--- config.mk ---
export PLATFORM = sky130hd
export DESIGN_NAME = pipe_stage_reg
export DESIGN_NICKNAME = d
export VERILOG_FILES = /design/src/rtl/pipe_pkg.sv /design/src/rtl/pipe_lane_reg.sv /design/src/rtl/pipe_stage_reg.sv
export SDC_FILE = /design/constraint.sdc
export NUM_CORES = 1
export LEC_CHECK = 0
export BUFFER_PORTS_ARGS = -buffer_cell sky130_fd_sc_hd__buf_2
export CAP_MARGIN = 30
export CORE_ASPECT_RATIO = 0.8
export CORE_MARGIN = 8
export CORE_UTILIZATION = 42
export CTS_BUF_LIST = sky130_fd_sc_hd__clkbuf_16
export DETAILED_ROUTE_END_ITERATION = 7
export PLACE_DENSITY = 0.77
export SLEW_MARGIN = 0
export SYNTH_ARGS = -nofsm -noshare
export SYNTH_HDL_FRONTEND = slang
export SYNTH_SLANG_ARGS = --single-unit
--- constraint.sdc ---
create_clock -name clk -period 4.06 [get_ports clk]
set_input_delay 0.812 -clock clk [delete_from_list [all_inputs] [get_ports clk]]
set_output_delay 0.812 -clock clk [all_outputs]
set_load 0.01 [all_outputs]
--- src/rtl/pipe_pkg.sv ---
// rtl/pipe_pkg.sv - shared constants and helpers for the 5-stage core pipeline registers
package pipe_pkg;

    localparam int DEFAULT_WIDTH = 32;
    localparam int DEFAULT_LANES = 4;
    localparam int STAT_W        = 32;

    // sll $0,$0,0 encodes as all zeros
    localparam logic [31:0] NOP_INST = 32'h0000_0000;

    // Lane assignments per stage register; lane 0 is always the instruction
    localparam int IFID_INST  = 0;
    localparam int IFID_PC4   = 1;

    localparam int IDEX_INST  = 0;
    localparam int IDEX_PC4   = 1;
    localparam int IDEX_RS    = 2;
    localparam int IDEX_RT    = 3;
    localparam int IDEX_IMM   = 4;

    localparam int EXMEM_INST = 0;
    localparam int EXMEM_AO   = 1;
    localparam int EXMEM_RT   = 2;
    localparam int EXMEM_DO   = 3;

    localparam int MEMWB_INST = 0;
    localparam int MEMWB_AO   = 1;
    localparam int MEMWB_DR   = 2;

    function automatic logic [STAT_W-1:0] sat_inc(input logic [STAT_W-1:0] v);
        return (v == '1) ? v : v + 1'b1;
    endfunction

endpackage

--- src/rtl/pipe_lane_reg.sv ---
// rtl/pipe_lane_reg.sv - one pipeline lane: async reset to 0, sync clear to CLR_VAL, enable
module pipe_lane_reg #(
    parameter int               WIDTH   = pipe_pkg::DEFAULT_WIDTH,
    parameter logic [WIDTH-1:0] CLR_VAL = '0
) (
    input  logic             clk,
    input  logic             reset,
    input  logic             enable,
    input  logic             clear,
    input  logic [WIDTH-1:0] d,
    output logic [WIDTH-1:0] q
);

    always_ff @(posedge clk or posedge reset) begin
        if (reset) begin
            q <= '0;
        end else if (clear) begin
            q <= CLR_VAL;
        end else if (enable) begin
            q <= d;
        end
    end

endmodule

--- src/rtl/pipe_stage_reg.sv ---
// rtl/pipe_stage_reg.sv - inter-stage pipeline register with stall/flush; PIPE_REG_STATS_EN adds counters
module pipe_stage_reg #(
    parameter int               WIDTH    = pipe_pkg::DEFAULT_WIDTH,
    parameter int               LANES    = pipe_pkg::DEFAULT_LANES,
    parameter logic [WIDTH-1:0] NOP_INST = WIDTH'(pipe_pkg::NOP_INST)
) (
    input  logic                   clk,
    input  logic                   reset,
    input  logic                   enable,
    input  logic                   flush,
    input  logic                   in_valid,
    input  logic [LANES*WIDTH-1:0] data_in,
    output logic                   out_valid,
    output logic [LANES*WIDTH-1:0] data_out
`ifdef PIPE_REG_STATS_EN
    ,
    output logic [31:0]            stall_cnt,
    output logic [31:0]            flush_cnt
`endif
);

    import pipe_pkg::*;

    pipe_lane_reg #(
        .WIDTH   (1),
        .CLR_VAL (1'b0)
    ) u_valid (
        .clk    (clk),
        .reset  (reset),
        .enable (enable),
        .clear  (flush),
        .d      (in_valid),
        .q      (out_valid)
    );

    // A flushed stage carries a NOP in the instruction lane and zeros elsewhere
    for (genvar k = 0; k < LANES; k++) begin : g_lane
        localparam logic [WIDTH-1:0] LANE_CLR = (k == 0) ? NOP_INST : '0;

        pipe_lane_reg #(
            .WIDTH   (WIDTH),
            .CLR_VAL (LANE_CLR)
        ) u_lane (
            .clk    (clk),
            .reset  (reset),
            .enable (enable),
            .clear  (flush),
            .d      (data_in[k*WIDTH +: WIDTH]),
            .q      (data_out[k*WIDTH +: WIDTH])
        );
    end

`ifdef PIPE_REG_STATS_EN
    // Stalls only count while the stage holds a real instruction
    always_ff @(posedge clk or posedge reset) begin
        if (reset) begin
            stall_cnt <= '0;
            flush_cnt <= '0;
        end else begin
            if (flush) begin
                flush_cnt <= sat_inc(flush_cnt);
            end
            if (!flush && !enable && out_valid) begin
                stall_cnt <= sat_inc(stall_cnt);
            end
        end
    end
`endif

endmodule

**Yosys cells after proc, flatten, opt, wreduce, memory -nomap -nowiden**

Cells that the tools add are included.

- Flip-flop bits (word level): 129
- Bits of input ports: 133
- Output and inout port bits: 129
- Logic and storage cells: 16

- Multiplexer cells: 10
- Reductions and logical operators: 1

Operators with widths:

| kind | count |
|---|---|
| two-way mux 32 bit | 8 |
| two-way mux 1 bit | 2 |
| nonzero test 2 bit | 1 |

**Logic depth before layout (Yosys ltp)**

Gate-level depths: netlist of the first run.

- Word-level depth: 2
- Depth in mapped cells: 5
- Gate-level depth less buffers: 2

**By module**

From an unflattened synthesis of the first run, not the netlist that was laid out.

- Cells, all modules: 420
- Area, all modules: 5,352.6 µm²

By module, submodules not included:

| module | times used | cells an instance | area each (µm²) | seq. area each (µm²) |
|---|---|---|---|---|
| pipe_lane_reg at g_lane[0].u_lane ... | 4 | 104 | 1,327.5 | 800.8 |
| pipe_lane_reg at u_valid | 1 | 4 | 42.5 | 25.0 |

**Worst setup path before layout of the first run**

OpenSTA, ideal clock, no wires.

- Kind: input to register
- From: input enable
- To: register g_lane[0].u_lane.q[10]
- Data arrival time: 1.451 ns
- Required time: 3.928 ns
- Path slack: 2.478 ns
- Stages on the path: 5
- Buffers on the path: 3
- Path through: buf_4 > buf_12 > buf_12 > mux2i_1 > nor2_1

- Cells in the longest elaborated chain, start to end: 1

RTL lines:

| what | RTL line | RTL |
|---|---|---|
| from (decl) | pipe_stage_reg.sv:9 | `input logic enable,` |
| nonzero test 2 bit (no source line) | - |  |
| to (signal assigned) | pipe_lane_reg.sv:16 | `q <= '0;` |
| to (signal assigned) | pipe_lane_reg.sv:18 | `q <= CLR_VAL;` |
| to (signal assigned) | pipe_lane_reg.sv:20 | `q <= d;` |
| to (decl) | pipe_lane_reg.sv:11 | `output logic [WIDTH-1:0] q` |

No other way between the ends.
A chain may end at the register's enable or synchronous reset.

**Worst setup path after layout of the first run**

- From: input enable
- To: register g_lane[3].u_lane.q[5]

- Cells in the longest elaborated chain, start to end: 1

RTL lines:

| what | RTL line |
|---|---|
| nonzero test 2 bit (no source line) | - |
| to (signal assigned) | pipe_lane_reg.sv:16 |
| to (signal assigned) | pipe_lane_reg.sv:18 |
| to (signal assigned) | pipe_lane_reg.sv:20 |
| to (decl) | pipe_lane_reg.sv:11 |

No other way between the ends.

==> key figures, run 1 <==
Power and ir drop
  • Share of total power in the clock network: 46.2%
  • Sw Ratio: 23.34%
  • Power Density: 459.1 mW/mm²
  • Seq pwr share: between 40% and 50%
  • NetSw: 0.0007754 W
  • Logic pwr share: 11.7%
  • Leak pwr: 4.227 nW
  • Peak supply drop: 0.0002434 V
  • Pint: about 0.0025 W

Route
  • Vias per inst: 4.665
  • DR WL met3: 1.542 mm
  • Starting DRT DRC Count: 149
  • DRC: 0
  • Wire length on met1: 5.877 mm
  • DR vias: 4007
  • ANT nets after route: 0
  • Final WL: between 10 and 15 mm
  • Pre-Repair DR Iteration Count: 4
  • Met2 routed WL: between 6 and 7 mm
  • Uppermost routed layer: met5
  • Average wire per standard cell: 16.76 µm

CTS
  • Post-CTS Hold Buffers: 0
  • Worst skew pair latency: approximately 400 ps
  • Total CTS buffers: 17
  • Cts repair resizes: 0
  • Clock transition at the registers of the reported paths: ~60 ps
  • CTS root buf: clkbuf_16
  • CTS Buffer Depth: 2
  • Setup Fix Bufs, Post-CTS: 0
  • Htree depth: 4
  • CTS tree: built
  • Clock Sinks: 129

STA
  • Slew @ Worst Pin: about 600 ps
  • Setup TNS: 0 ps
  • Slew Viols, Final: 0
  • Final hold viol count: 0
  • Fin crit share: 45.25%
  • Setup ws final: 2223 ps
  • Minimum clock period: 1837 ps
  • Fmax: 0.5443 GHz
  • # setup viols final: 0
  • Slew headroom: between 50% and 60%
  • RSZ-0062 raised after global routing: no
  • Setup Skew: 0 ps

Critical path
  • Reg-to-Reg Start: g_lane[3].u_lane.q[5]$_DFFE_PP0P_
  • Crit path to: g_lane[3].u_lane.q[5]$_DFFE_PP0P_
  • CP required: roughly 4300 ps
  • Kind of end point of the critical path: flop
  • Type of origin of the critical path: input port
  • Crit Path Class: input port to flop
  • Reg-to-reg endpoint: g_lane[3].u_lane.q[5]$_DFFE_PP0P_
  • Critical path data arrival time: 2120 ps
  • Flop-to-flop setup slack: around 3300 ps
  • Critical Path Start: enable
  • CP max FO: 44
  • Worst R2R Path Depth: 2

Yosys
  • Syn_nets: 550
  • Mapped Cells: 417
  • Sequential area share after synthesis: 60.59%
  • Synth warnings: 0
  • Register bit total from synthesis: 129
  • Post-synth top area share: around three fifths
  • Yosys top cell by area: dfrtp_1
  • Synthesized area: 0.005328 mm²
  • Top cells by area, synth: dfrtp_1, mux2i_1, nor2_1
  • Post-synth cell types: 9
  • Syn avg cell area: approximately 13 µm²

Placement
  • IO Port Bufs: 261
  • Pre-CTS setup slack: 1825 ps
  • Final GP Congestion: 0.8065
  • DP Wirelength: 10.87 mm

Min path
  • HP Class: input port to async pin

Global routing
  • Largest net degree at the start of global routing: 66
  • Vias in the first global route: 4498
  • Total GRT Usage: 17.54%
  • Total global routing overflow: 0
  • Initial antenna violation count: 1
  • First-pass GRT wire length: 22.78 mm

Cells and area
  • Share of cells above drive strength 1: 42.88%
  • Footprint of the multi-input gates: between 0.0015 and 0.002 mm²
  • Layout Utilization: 58.85%
  • Layout filler cell count: roughly 1.0k
  • Diode count: 0
  • Fin nets: 808
  • FF+latch area: 0.003228 mm²
  • Area grow syn2layout: 35.84%

Floorplan
  • DIE WIDTH: 141.9 µm
  • Ports: 262
  • Die area: 0.01657 mm²
  • Die Height: 116.7 µm
  • Core region area: 0.01230 mm²
  • FP Rows: 36
  • Starting Density: 43.33%

Job
  • Total of max-cap violations: 0

Status
  • Status: finished clean
-- area by class of cell --
| cell class | count | area share, % |
|---|---|---|
| clock buffer | 17 | 5.878 |
| clock inverter | 15 | 2.403 |
| inverter | 1 | 0.1037 |
| multi-input combinational | 258 | 24.53 |
| sequential | 129 | 44.61 |
| tap | 171 | 2.956 |
| timing repair buffer | 268 | 19.52 |
-- how the worst min path moves through the flow --
stage / startpoint / endpoint / slack [ps] / cells past startpoint
final: reset / g_lane[0].u_lane.q[9]$_DFFE_PP0P_ / 410 / 2
after global placement: g_lane[2].u_lane.q[26]$_DFFE_PP0P_ / g_lane[2].u_lane.q[26]$_DFFE_PP0P_ / 500 / 2
after global routing: reset / g_lane[0].u_lane.q[9]$_DFFE_PP0P_ / 410 / 2
after detailed placement: g_lane[3].u_lane.q[9]$_DFFE_PP0P_ / g_lane[3].u_lane.q[9]$_DFFE_PP0P_ / 500 / 2
after CTS: reset / g_lane[2].u_lane.q[21]$_DFFE_PP0P_ / 390 / 2
after floorplan: g_lane[0].u_lane.q[0]$_DFFE_PP0P_ / g_lane[0].u_lane.q[0]$_DFFE_PP0P_ / 560 / 2
-- power groups by stage --
stage / logic (W) / clock network (W) / registers (W)
after floorplan: 0.000197 / 0 / 0.00145
after global placement: 0.000381 / 0 / 0.00142
after detailed placement: 0.000397 / 0 / 0.00142
after CTS: 0.000397 / 0.00157 / 0.00140
after global routing: 0.000430 / 0.00163 / 0.00141
final: 0.000388 / 0.00153 / 0.00140
-- registers in the layout (all words and copies together) (netlist names) --
signal,count
g_lane.u_lane.q,128
u_valid.q,1
-- cells by family (layout without fill, tap and decap cells) --
family	Yosys count	after routing	synth area share, %
multiplexers	129	129	24.24
AND/OR/NAND/NOR	129	129	9.089
flip-flops	129	129	60.59
buffers and inverters	30	301	6.082
-- per-stage QoR --
| step | total power, W | instance area (µm²) | std cells | hold WS [ps] |
|---|---|---|---|---|
| 2_1_floorplan | 0.001649 | 5331 | 417 | 555.1 |
| 3_3_place_gp | 0.001800 | 6610 | 826 | 495.1 |
| 3_5_place_dp | 0.001817 | 6638 | 827 | 503.4 |
| 4_1_cts | 0.003368 | 7237 | 859 | 391.9 |
| 5_1_grt | 0.003470 | 7237 | 859 | 414.8 |
| 6_report | 0.003322 | 7237 | 859 | 407.0 |
-- metal layers --
metal  vias to the layer above  track usage, %
met2                       172           29.30
met5                         -               0
met4                         2           4.925
li1                       1893               -
met3                         7           8.660
met1                      1933           19.65
-- critical path: stages --
cell and delay [ps]:
buf_6 410, buf_4 510, mux2i_1 280, nor2_1 60
-- cell usage in the layout (no fill, tap or decap), drive strengths merged --
| cell | count |
|---|---|
| mux2i | 129 |
| clkinv | 9 |
| dfrtp | 129 |
| inv | 1 |
| clkbuf | 17 |
| buf | 268 |
| nor2 | 129 |
| bufinv | 4 |
| clkinvlp | 2 |
-- synth_stat cells --
master	count
buf_12	11
buf_2	2
buf_4	2
buf_8	2
clkbuf_1	12
dfrtp_1	129
inv_1	1
mux2i_1	129
nor2_1	129
(Power assumes the default switching activity.)
==> inputs of run 2 (changes only) <==
CORE_UTILIZATION = 46   (was 42)
PLACE_DENSITY = 0.8   (was 0.77)
clock period = 1.9 ns   (was 4.06 ns; I/O delays follow)
==> key figures, run 2 (synthesis results as in run 1) <==
Floorplan
  • DIE WIDTH: between 100 and 150 µm
  • FP Rows: 35
  • Die Height: 112.3 µm
  • Core region area: 0.01139 mm²
  • Die area: 0.01530 mm²
  • Starting Density: 46.79%
  • Ports: roughly 260

CTS
  • CTS tree: built
  • Clock Sinks: 129
  • CTS root buf: clkbuf_16
  • Worst skew pair latency: 410 ps
  • Cts repair resizes: 0
  • Total CTS buffers: 17
  • CTS Buffer Depth: 2
  • Htree depth: 4
  • Post-CTS Hold Buffers: 0
  • Clock transition at the registers of the reported paths: 60 ps
  • Setup Fix Bufs, Post-CTS: 0

Cells and area
  • Max reg flops: 128
  • Commonest non-fill, non-tap cells in the layout: buf_2, mux2i_1, nor2_1, dfrtp_1, clkbuf_16
  • Biggest regs: g_lane.u_lane.q (128), u_valid.q (1)
  • FF+latch area: ~0.0032 mm²
  • Commonest non-fill, non-tap cell in the layout: buf_2
  • Diode count: 0
  • Share of cells above drive strength 1: 43.43%
  • Footprint of the multi-input gates: 0.001775 mm²
  • Layout Utilization: 63.86%
  • Final non-filler cell area: just over 0.007 mm²
  • Layout filler cell count: roughly 900
  • Area grow syn2layout: 36.47%
  • Register with the most flip-flops: g_lane.u_lane.q
  • Non-filler instance count after layout: around 840
  • Fin nets: ~800

Power and ir drop
  • Peak supply drop: approximately 0.00053 V
  • Power Density: 981.8 mW/mm²
  • Leak pwr: 4.265 nW

Global routing
  • Vias in the first global route: 4383
  • Initial antenna violation count: 0
  • Total GRT Usage: 18.44%
  • First-pass GRT wire length: 22.40 mm
  • Total global routing overflow: 0
  • Largest net degree at the start of global routing: 130

Critical path
  • Crit-path cells: buf_2
  • Critical path data arrival time: 950 ps
  • Critical Path Start: g_lane[1].u_lane.q[25]$_DFFE_PP0P_
  • Flop-to-flop setup slack: 1140 ps
  • Reg-to-Reg Start: g_lane[1].u_lane.q[25]$_DFFE_PP0P_
  • Top cell family by delay on the critical path: flip-flops
  • CP max stage cell: dfrtp_1
  • Reg-to-reg endpoint: g_lane[1].u_lane.q[25]$_DFFE_PP0P_
  • Type of origin of the critical path: flop
  • Crit Path Class: flop to output pin
  • Crit path buf inv count: 1
  • CP required: 1520 ps
  • Critical path's largest stage delay: about 390 ps
  • Crit path depth: 1
  • Worst R2R Path Depth: 2
  • Kind of end point of the critical path: output pin
  • Crit path to: data_out[57]
  • CP max FO: 2

STA
  • Setup ws final: between 500 and 600 ps
  • # setup viols final: 0
  • Minimum clock period: 1327 ps
  • Final Hold Slack: 94.78 ps
  • Fin crit share: 69.84%
  • RSZ-0062 raised after global routing: no
  • Setup Skew: 0 ps
  • Slew @ Worst Pin: about 540 ps
  • Fmax: 0.7536 GHz
  • Slew Viols, Final: 0
  • Slew headroom: 64.08%
  • Final hold viol count: 0

Route
  • Starting DRT DRC Count: ~150
  • DRC: 0
  • DR vias: 4042
  • Pre-Repair DR Iteration Count: 5
  • Final WL: about 14 mm
  • Vias per inst: 4.806
  • Average wire per standard cell: approximately 17 µm
  • ANT nets after route: 0

Min path
  • HP Class: input port to async pin

Placement
  • Dpl cell area: 0.006671 mm²
  • Pre-CTS setup slack: 437.6 ps
  • IO Port Bufs: 261
  • Final GP Congestion: 0.7588
  • Inst Count DP: 810
  • DP Wirelength: 10.68 mm

Job
  • Total of max-cap violations: 0

Status
  • Status: finished clean
==> run 2: layer usage <==
layer	global-route usage (%)	vias to the layer above	share of wire, %
li1	-	1906	-
met1	20.68	1946	39
met2	30.00	177	48
met3	9.152	13	12
met4	5.990	0	0.98
met5	0	-	0
==> run 2: worst min path at each step <==
stage	cells past startpoint	from	slack, ps	to
after floorplan	2	data_in[0]	540	g_lane[0].u_lane.q[0]$_DFFE_PP0P_
after global placement	2	g_lane[3].u_lane.q[23]$_DFFE_PP0P_	500	g_lane[3].u_lane.q[23]$_DFFE_PP0P_
after detailed placement	2	g_lane[1].u_lane.q[1]$_DFFE_PP0P_	510	g_lane[1].u_lane.q[1]$_DFFE_PP0P_
after CTS	3	reset	100	g_lane[0].u_lane.q[11]$_DFFE_PP0P_
after global routing	3	reset	110	g_lane[0].u_lane.q[18]$_DFFE_PP0P_
final	3	reset	90	g_lane[0].u_lane.q[11]$_DFFE_PP0P_
==> run 2: worst reg2reg max path, cell delays in order (launching register included) <==
cell and delay, ps:
dfrtp_1 390, mux2i_1 170, nor2_1 60
==> run 2: cell type report <==
type,count,share of cell area [%]
sequential,129,44.40
multi-input combinational,258,24.42
timing repair buffer,274,20.29
clock buffer,17,5.851
tap,148,2.547
clock inverter,14,2.392
inverter,1,0.1033
==> run 2: through the flow <==
step                      total power (W)  setup TNS, ps
after floorplan                  0.003523          -9705
after global placement           0.003860              0
after detailed placement         0.003894              0
after CTS                        0.007210              0
after global routing             0.007423              0
final                            0.007138              0
==> run 2: power by group <==
part           switching [W]  internal, W
sequential         0.0000850      0.00290
clock                0.00114      0.00216
combinational       0.000457     0.000390
